==> src/rtl/interconnect_arbiter.sv <==
// interconnect_arbiter: round-robin burst arbiter driving a registered word mux; optional INTERCONNECT_ARB_PRIO0_EN gives req[0] absolute priority
module interconnect_arbiter #(
  parameter int N_INPUTS    = 3,
  parameter int SEL_WIDTH   = 2,
  parameter int MUX_LATENCY = 2,
  parameter int LEN_WIDTH   = 16
) (
  input  logic                 clk,
  input  logic                 rst,
  input  logic [N_INPUTS-1:0]  req,
  input  logic [LEN_WIDTH-1:0] burst_len,
  output logic [SEL_WIDTH-1:0] sel,
  output logic [N_INPUTS-1:0]  grant,
  output logic                 busy,
  output logic                 valid,
  output logic [SEL_WIDTH-1:0] chan,
  output logic                 last
);
  typedef enum logic {IDLE, STREAM} state_t;
  state_t state, state_n;
  logic [LEN_WIDTH-1:0] cnt, cnt_n;
  logic [SEL_WIDTH-1:0] ptr, ptr_n, sel_n, win;
  logic [N_INPUTS-1:0] grant_n, rot;
  logic found, strobe, int_last, arb, take, ptr_upd;
  logic [MUX_LATENCY-1:0] v_pipe, l_pipe;
  logic [SEL_WIDTH-1:0] c_pipe [MUX_LATENCY];
  int sum;
  // rot[j] is req[(ptr+1+j) mod N]; scanning high to low leaves the first hit in win
  always_comb begin
    rot = N_INPUTS'({req, req} >> (int'(ptr) + 1));
    win = '0;
    sum = 0;
    found = |req;
    for (int j = N_INPUTS - 1; j >= 0; j--) begin
      if (rot[j]) begin
        sum = int'(ptr) + 1 + j;
        win = SEL_WIDTH'(sum >= N_INPUTS ? sum - N_INPUTS : sum);
      end
    end
`ifdef INTERCONNECT_ARB_PRIO0_EN
    if (req[0]) win = '0;
    ptr_upd = win != '0;
`else
    ptr_upd = 1'b1;
`endif
  end
  always_ff @(posedge clk) begin
    if (rst) begin
      state <= IDLE;
      cnt   <= '0;
      ptr   <= SEL_WIDTH'(N_INPUTS - 1);
      sel   <= '0;
      grant <= '0;
    end else begin
      state <= state_n;
      cnt   <= cnt_n;
      ptr   <= ptr_n;
      sel   <= sel_n;
      grant <= grant_n;
    end
  end
  always_comb begin
    arb     = (state == IDLE) ? |req : int_last;
    take    = arb && found;
    state_n = arb ? (found ? STREAM : IDLE) : state;
    cnt_n   = take ? (burst_len == '0 ? LEN_WIDTH'(1) : burst_len) : (strobe ? cnt - LEN_WIDTH'(1) : cnt);
    sel_n   = take ? win : sel;
    grant_n = take ? N_INPUTS'(1) << win : (arb ? '0 : grant);
    ptr_n   = (take && ptr_upd) ? win : ptr;
  end
  always_comb begin
    strobe   = state == STREAM;
    int_last = strobe && cnt == LEN_WIDTH'(1);
    busy     = strobe;
    valid    = v_pipe[MUX_LATENCY-1];
    last     = l_pipe[MUX_LATENCY-1];
    chan     = c_pipe[MUX_LATENCY-1];
  end
  // delay chain matching the mux latency so flags line up with mux out
  always_ff @(posedge clk) begin
    if (rst) begin
      v_pipe <= '0;
      l_pipe <= '0;
      for (int i = 0; i < MUX_LATENCY; i++) c_pipe[i] <= '0;
    end else begin
      v_pipe[0] <= strobe;
      l_pipe[0] <= int_last;
      c_pipe[0] <= sel;
      for (int i = 1; i < MUX_LATENCY; i++) begin
        v_pipe[i] <= v_pipe[i-1];
        l_pipe[i] <= l_pipe[i-1];
        c_pipe[i] <= c_pipe[i-1];
      end
    end
  end
endmodule

==> config.mk <==
export PLATFORM = sky130hd
export DESIGN_NAME = interconnect_arbiter
export DESIGN_NICKNAME = d
export VERILOG_FILES = /design/src/rtl/interconnect_arbiter.sv
export SDC_FILE = /design/constraint.sdc
export NUM_CORES = 1
export LEC_CHECK = 0
export CAP_MARGIN = 20
export CELL_PAD_IN_SITES_DETAIL_PLACEMENT = 0
export CELL_PAD_IN_SITES_GLOBAL_PLACEMENT = 2
export CORE_MARGIN = 3
export CORE_UTILIZATION = 31
export CTS_CLUSTER_SIZE = 10
export DETAILED_ROUTE_END_ITERATION = 8
export PLACE_DENSITY = 0.8
export SYNTH_ARGS = -nofsm -noshare
export SYNTH_HDL_FRONTEND = slang
export SYNTH_SLANG_ARGS = --single-unit
==> constraint.sdc <==
create_clock -name clk -period 3.01 [get_ports clk]
set_clock_uncertainty 0.15 [all_clocks]
set_input_delay 0.602 -clock clk [delete_from_list [all_inputs] [get_ports clk]]
set_output_delay 0.602 -clock clk [all_outputs]
set_load 0.03 [all_outputs]
==> flow_summary.yaml, run 1 <==
run_status:
  status: "complete, no violations"
pwr:
  p_int_uw: 802
  leakage_nw: 0.837
  combPwrFrac_pct: 26.7
  p_clk_share_pct: 31.4
  power-per-cell-area_nw_per_um2: 511
  switching_share_pct: 30.7
  ir_drop_mv: 0.229
  seq_power_share_pct: 41.9
  power_switching_uw: 356
clock_network:
  clkSinkCount: 31
  clkTransAtPathRegs_ps: 70
  numCtsBuffers: 5
  clk_path_buf_depth: 2
  post_cts_resized: 0
  cts_root_buffer: "clkbuf_8"
  postCtsHoldBufs: 0
  htreeDepth: 2
  cts_setup_buffers: 0
  cts_tree: "yes"
  clk_latency_ps: 280
route:
  detail_route.wl_per_cell_um: 14.0
  drtIter0Drc: 114
  first_pass_iters: 4
  drc: 0
  route.vias.total: 1638
  antenna_left: 0
  routed_wl_um: 4460
  via_per_inst: 5.15
critical_path:
  end_kind: "flop"
  worst_ep_required_time_ps: 3070
  cp_max_fo: 25
  max_stage_delay_ps: 540
  cp_slowest_cell: "o41ai_4"
  cp.arrival_ps: 2740
  path_cells: "ha_1 -> or4b_4 -> o41ai_4 -> nand2_4 -> or3_1 -> a21oi_1"
  critPathKind: "flop to flop"
  path_delay_family: "simple AND/OR/NAND/NOR gates"
  start_kind: "flop"
  crit_buf_inv: 0
cells_and_area:
  drive_gt1_share_pct: 11.4
  antennaDiodeCount: 0
  syn2layout_area_growth_pct: 25.7
  fillers: 592
  layout_commonest_cell: "dfxtp_1"
  nets: 271
  stdcell_count: 318
  final_cell_mix: "dfxtp_1, clkdlybuf4s50_1, nor2_1, nor3_1, a21oi_1"
synth:
  syn-num-nets: 240
  ys_types: 53
  yosys.area.top_type_share_pct: 34.4
  synthFlopType: "dfxtp_1"
  synth_area_leaders: "dfxtp_1, nor2_1, nor3_1"
  synth_top_area_cell: "dfxtp_1"
  syn_avg_cell_area_um2: 8.43
  netlist_area_um2: 1800
  postSynthCellCount: 214
  ys_warn_count: 0
  synth-edff-count: 0
  ys_ff_latch: 31
  async_reset_ff_share_pct: 0
  seq_area_frac_synth_pct: 34.4
sta:
  max_slew_margin_pct: 59.5
  post-route-period-util_pct: 89.0
  hold_viol_final: 0
  holdWs_ps: 284
  rsz0062_at_grt: "no"
  setup_violations: 0
  drv_slew: 0
  period_needed_ps: 2680
  timing.fmax_mhz: 373
  tightest_slew_ps: 607
  setup_tns_ps: 0
floorplan:
  core_area_um2: 5570
  initial_core_util_pct: 32.4
  rows: 27
  die_y_um: 82.3
  ioPinCount: 31
  die-area_um2: 6770
  die_w_um: 82.3
grt:
  antenna_found_initial: 0
  gr-total-overflow: 0
  grt_pass1_wl_um: 7620
  grt_usage_pct: 14.6
  grt_max_degree: 26
  first_global_vias: 1549
placed_design:
  dp_hpwl_um: 3290
  place.gp.congestion: 0.790
  port_buffers: 30
  dp_cells: 310
hold_path:
  min_path_type: "flop to flop"
run:
  drv_cap: 0
[sequential cells by signal, indices dropped and copies added (netlist names)]
signal  cells
busy        1
c_pipe      4
cnt        16
grant       3
l_pipe      2
ptr         1
sel         2
v_pipe      2
[worst paths after layout]
check                                              from                      end  slack (ps)  depth (start not counted)
worst max-delay path                cnt[0]$_SDFFE_PP0P_    grant[2]$_SDFFE_PP0P_         330                          6
worst min-delay path            c_pipe[0][0]$_SDFF_PP0_  c_pipe[0][2]$_SDFF_PP0_         280                          1
worst max register to register      cnt[0]$_SDFFE_PP0P_    grant[2]$_SDFFE_PP0P_         330                          6
worst min register to register  c_pipe[0][0]$_SDFF_PP0_  c_pipe[0][2]$_SDFF_PP0_         280                          1
[logic make-up after synthesis]
| family | count (synthesis) | share of synthesized area, % |
|---|---|---|
| AOI/OAI and AO/OA | 45 | 17.3 |
| xor gates and xnor gates | 9 | 4.37 |
| adders and majority gates | 6 | 4.02 |
| buffers and inverters | 21 | 6.93 |
| DFF | 31 | 34.4 |
| muxes | 3 | 1.66 |
| and+or+nand+nor | 99 | 31.3 |
[metal layers]
metal / routed length [µm] / up-vias / GRT usage [%]
met3: 221 / 9 / 3.15
li1: - / 839 / -
met2: 1880 / 47 / 22.1
met5: 0 / - / 0
met1: 2300 / 743 / 20.6
met4: 61 / 0 / 4.15
[per-stage QoR]
stage | util, % | setup WS (ps) | power [mW] | cell area (µm²)
floorplan | - | 626 | 0.709 | 1800
global placement | 38.9 | 313 | 0.807 | 2170
detailed placement | 38.9 | 244 | 0.802 | 2170
CTS | 40.7 | 320 | 1.17 | 2270
global route | 40.7 | 157 | 1.23 | 2270
finish | 40.7 | 331 | 1.16 | 2270
[synth_stat cells (2+ instances only)]
cell type / number
a211oi_1: 7
a21oi_1: 13
a31oi_1: 3
buf_2: 3
buf_4: 3
buf_6: 2
clkbuf_1: 8
dfxtp_1: 31
ha_1: 5
inv_1: 4
mux2i_1: 3
nand2_1: 9
nand2b_1: 2
nand3_1: 9
nor2_1: 28
nor2b_1: 6
nor3_1: 14
nor3b_1: 3
nor4_1: 6
nor4b_1: 3
o21ai_0: 5
o21ai_1: 3
o21bai_1: 2
or3_1: 4
or4_1: 2
or4_4: 2
xnor2_1: 6
xor2_1: 3
[layout make-up]
cell class	instances	area, µm²	share of cell area, %
clock buffers	8	100	4.42
inverters	4	15.0	0.662
multi-input cells	162	1060	46.7
flip-flops and latches	31	621	27.4
well taps	72	90.1	3.97
repair buffers	41	383	16.9
[power groups by stage]
stage | combinational, mW | sequential [mW] | clock, mW
4_1_cts | 0.311 | 0.484 | 0.376
3_5_place_dp | 0.309 | 0.493 | 0
2_1_floorplan | 0.215 | 0.494 | 0
5_1_grt | 0.346 | 0.490 | 0.395
6_report | 0.309 | 0.484 | 0.364
3_3_place_gp | 0.311 | 0.495 | 0
(Power assumes the default switching activity.)
==> run 2: changes to the inputs <==
Settings changed: ABC_AREA from default to 1, CORE_UTILIZATION 31 to 29.
==> run 2 against run 1 <==
Compared with the run above: non-clock buffer count is 9 lower; synthesized cell count increased by 36%; routed wire length grew 10%.
==> flow_summary.yaml, run 2 <==
run_status:
  status: "complete, no violations"
clock_network:
  post_cts_resized: 0
  htreeDepth: 2
  clk_path_buf_depth: 2
  numCtsBuffers: 5
  clk_latency_ps: 290
  postCtsHoldBufs: 0
  clkTransAtPathRegs_ps: 70
  clkSinkCount: 31
  cts_setup_buffers: 0
  cts_root_buffer: "clkbuf_8"
  cts_tree: "yes"
critical_path:
  cp.arrival_ps: 1560
  cp_slowest_cell: "clkdlybuf4s50_1"
  cp.depth: 1
  worst_ep_required_time_ps: 2260
  end_kind: "primary output"
  start_kind: "flop"
  crit_buf_inv: 1
  path_cells: "clkdlybuf4s50_1"
  cp_max_fo: 7
  worstRegToRegCells: 9
  max_stage_delay_ps: 740
  critPathKind: "flop to primary output"
  path_delay_family: "buffers and inverters"
synth:
  ys_types: 32
  synthTopCellsByCount: "nand2_1, inv_1, nor2_1, dfxtp_1, nand3_1"
  synthFlopType: "dfxtp_1"
  synth_top_area_cell: "dfxtp_1"
  synth_area_leaders: "dfxtp_1, nand2_1, inv_1"
  ys_warn_count: 0
  syn-num-nets: 318
  post-synth-top-count-cell: "nand2_1"
  postSynthCellCount: 292
  synth-edff-count: 0
  seq_area_frac_synth_pct: 32.2
  syn_avg_cell_area_um2: 6.61
  yosys.area.top_type_share_pct: 32.2
  async_reset_ff_share_pct: 0
  netlist_area_um2: 1930
  ys_ff_latch: 31
run:
  drv_cap: 0
pwr:
  power_mw: 1.32
  leakage_nw: 1.11
  ir_drop_mv: 0.230
  power-per-cell-area_nw_per_um2: 557
grt:
  grt_usage_pct: 14.2
  grt_max_degree: 22
  grt_pass1_wl_um: 8480
  gr-total-overflow: 0
  antenna_found_initial: 0
  first_global_vias: 1707
route:
  drtIter0Drc: 94
  antenna_left: 0
  via_per_inst: 4.66
  drc: 0
  detail_route.wl_per_cell_um: 12.3
  route.vias.total: 1860
  first_pass_iters: 5
  routed_wl_um: 4910
sta:
  post-route-period-util_pct: 77.0
  period_needed_ps: 2320
  tightest_slew_ps: 602
  timing.fmax_mhz: 432
  setup_slack_ps: 693
  drv_slew: 0
  rsz0062_at_grt: "no"
  setup_violations: 0
  hold_viol_final: 0
  max_slew_margin_pct: 59.8
  setup_tns_ps: 0
  holdWs_ps: 252
cells_and_area:
  largest_reg_flops: 16
  regMostFlops: "cnt"
  fin_area_um2: 2380
  fillers: 711
  final_cell_mix: "nand2_1, inv_1, nor2_1, dfxtp_1, clkdlybuf4s50_1"
  syn2layout_area_growth_pct: 23.3
  stdcell_count: 399
  multiInputGateArea_um2: 1090
  nets: 347
  seq_area_um2: 621
  drive_gt1_share_pct: 9.63
  layout_commonest_cell: "nand2_1"
  reg_top3: "cnt (16), c_pipe (4), grant (3)"
  post-route-util_pct: 37.2
  antennaDiodeCount: 0
placed_design:
  dp_hpwl_um: 3720
  port_buffers: 30
  place.gp.congestion: 0.842
  dp_cells: 391
  placed_area_um2: 2270
  pre_cts_ws_ps: 450
floorplan:
  core_area_um2: 6390
  die_y_um: 87.6
  initial_core_util_pct: 30.2
  die-area_um2: 7670
  rows: 29
  ioPinCount: 31
  die_w_um: 87.6
hold_path:
  min_path_type: "flop to flop"
  holdPathStages: 2
## run 2: changes by cell type in the layout (fill, tap and decap cells not counted), sizes merged, moves of 7 or more
cell	before	now
nand3	9	28
o21ai	8	19
nor3	15	6
nor2	28	40
buf	11	2
inv	4	38
nand2	10	74
a211oi	7	0
## run 2: worst reg2reg max path, delay by kind of cell (launching register included)
kind            cells  cell delay (ps)
flops               1              480
fa+ha+maj           1              340
buf+inv             1              130
simple gates        5              640
compound gates      2              250
## run 2: report_power, final
part	internal [mW]	switching [mW]	total, mW	leakage (nW)
Clock	0.246	0.174	0.421	0.0581
Sequential	0.452	0.0472	0.499	0.256
Combinational	0.162	0.242	0.404	0.800
## run 2: logic make-up (layout without fill, tap and decap cells)
kind of cell	Yosys count	in the layout	share of synthesized area (%)
and+or+nand+nor	159	159	37.1
buffers and inverters	48	78	11.3
AOI/OAI and AO/OA	41	41	12.6
DFF	31	31	32.2
xor gates and xnor gates	8	8	3.63
adders and majority gates	5	5	3.24
## run 2: worst paths after layout
check / startpoint / slack, ps / to
setup reg to reg: sel[0]$_SDFFE_PP0P_ / 890 / ptr[1]$_SDFFE_PP1P_
hold reg to reg: l_pipe[0]$_SDFF_PP0_ / 250 / l_pipe[1]$_SDFF_PP0_
setup / recovery: busy$_SDFFE_PP0N_ / 690 / busy
hold / removal: l_pipe[0]$_SDFF_PP0_ / 250 / l_pipe[1]$_SDFF_PP0_
## run 2: cell type report
class | instances | area share [%]
clock inverters | 3 | 1.84
multi-input cells | 213 | 45.9
inverters | 38 | 6.00
repair buffers | 32 | 13.3
clock buffers | 5 | 2.89
well taps | 77 | 4.05
flip-flops and latches | 31 | 26.1
## run 2: routing by layer
layer  global-route usage (%)  share of wire [%]  up-vias
met5                        0                  0        -
met4                     4.18                1.0        0
met3                     2.82                4.0        4
met2                     21.3                 43       43
met1                     20.4                 52      819
li1                         -                  -      994
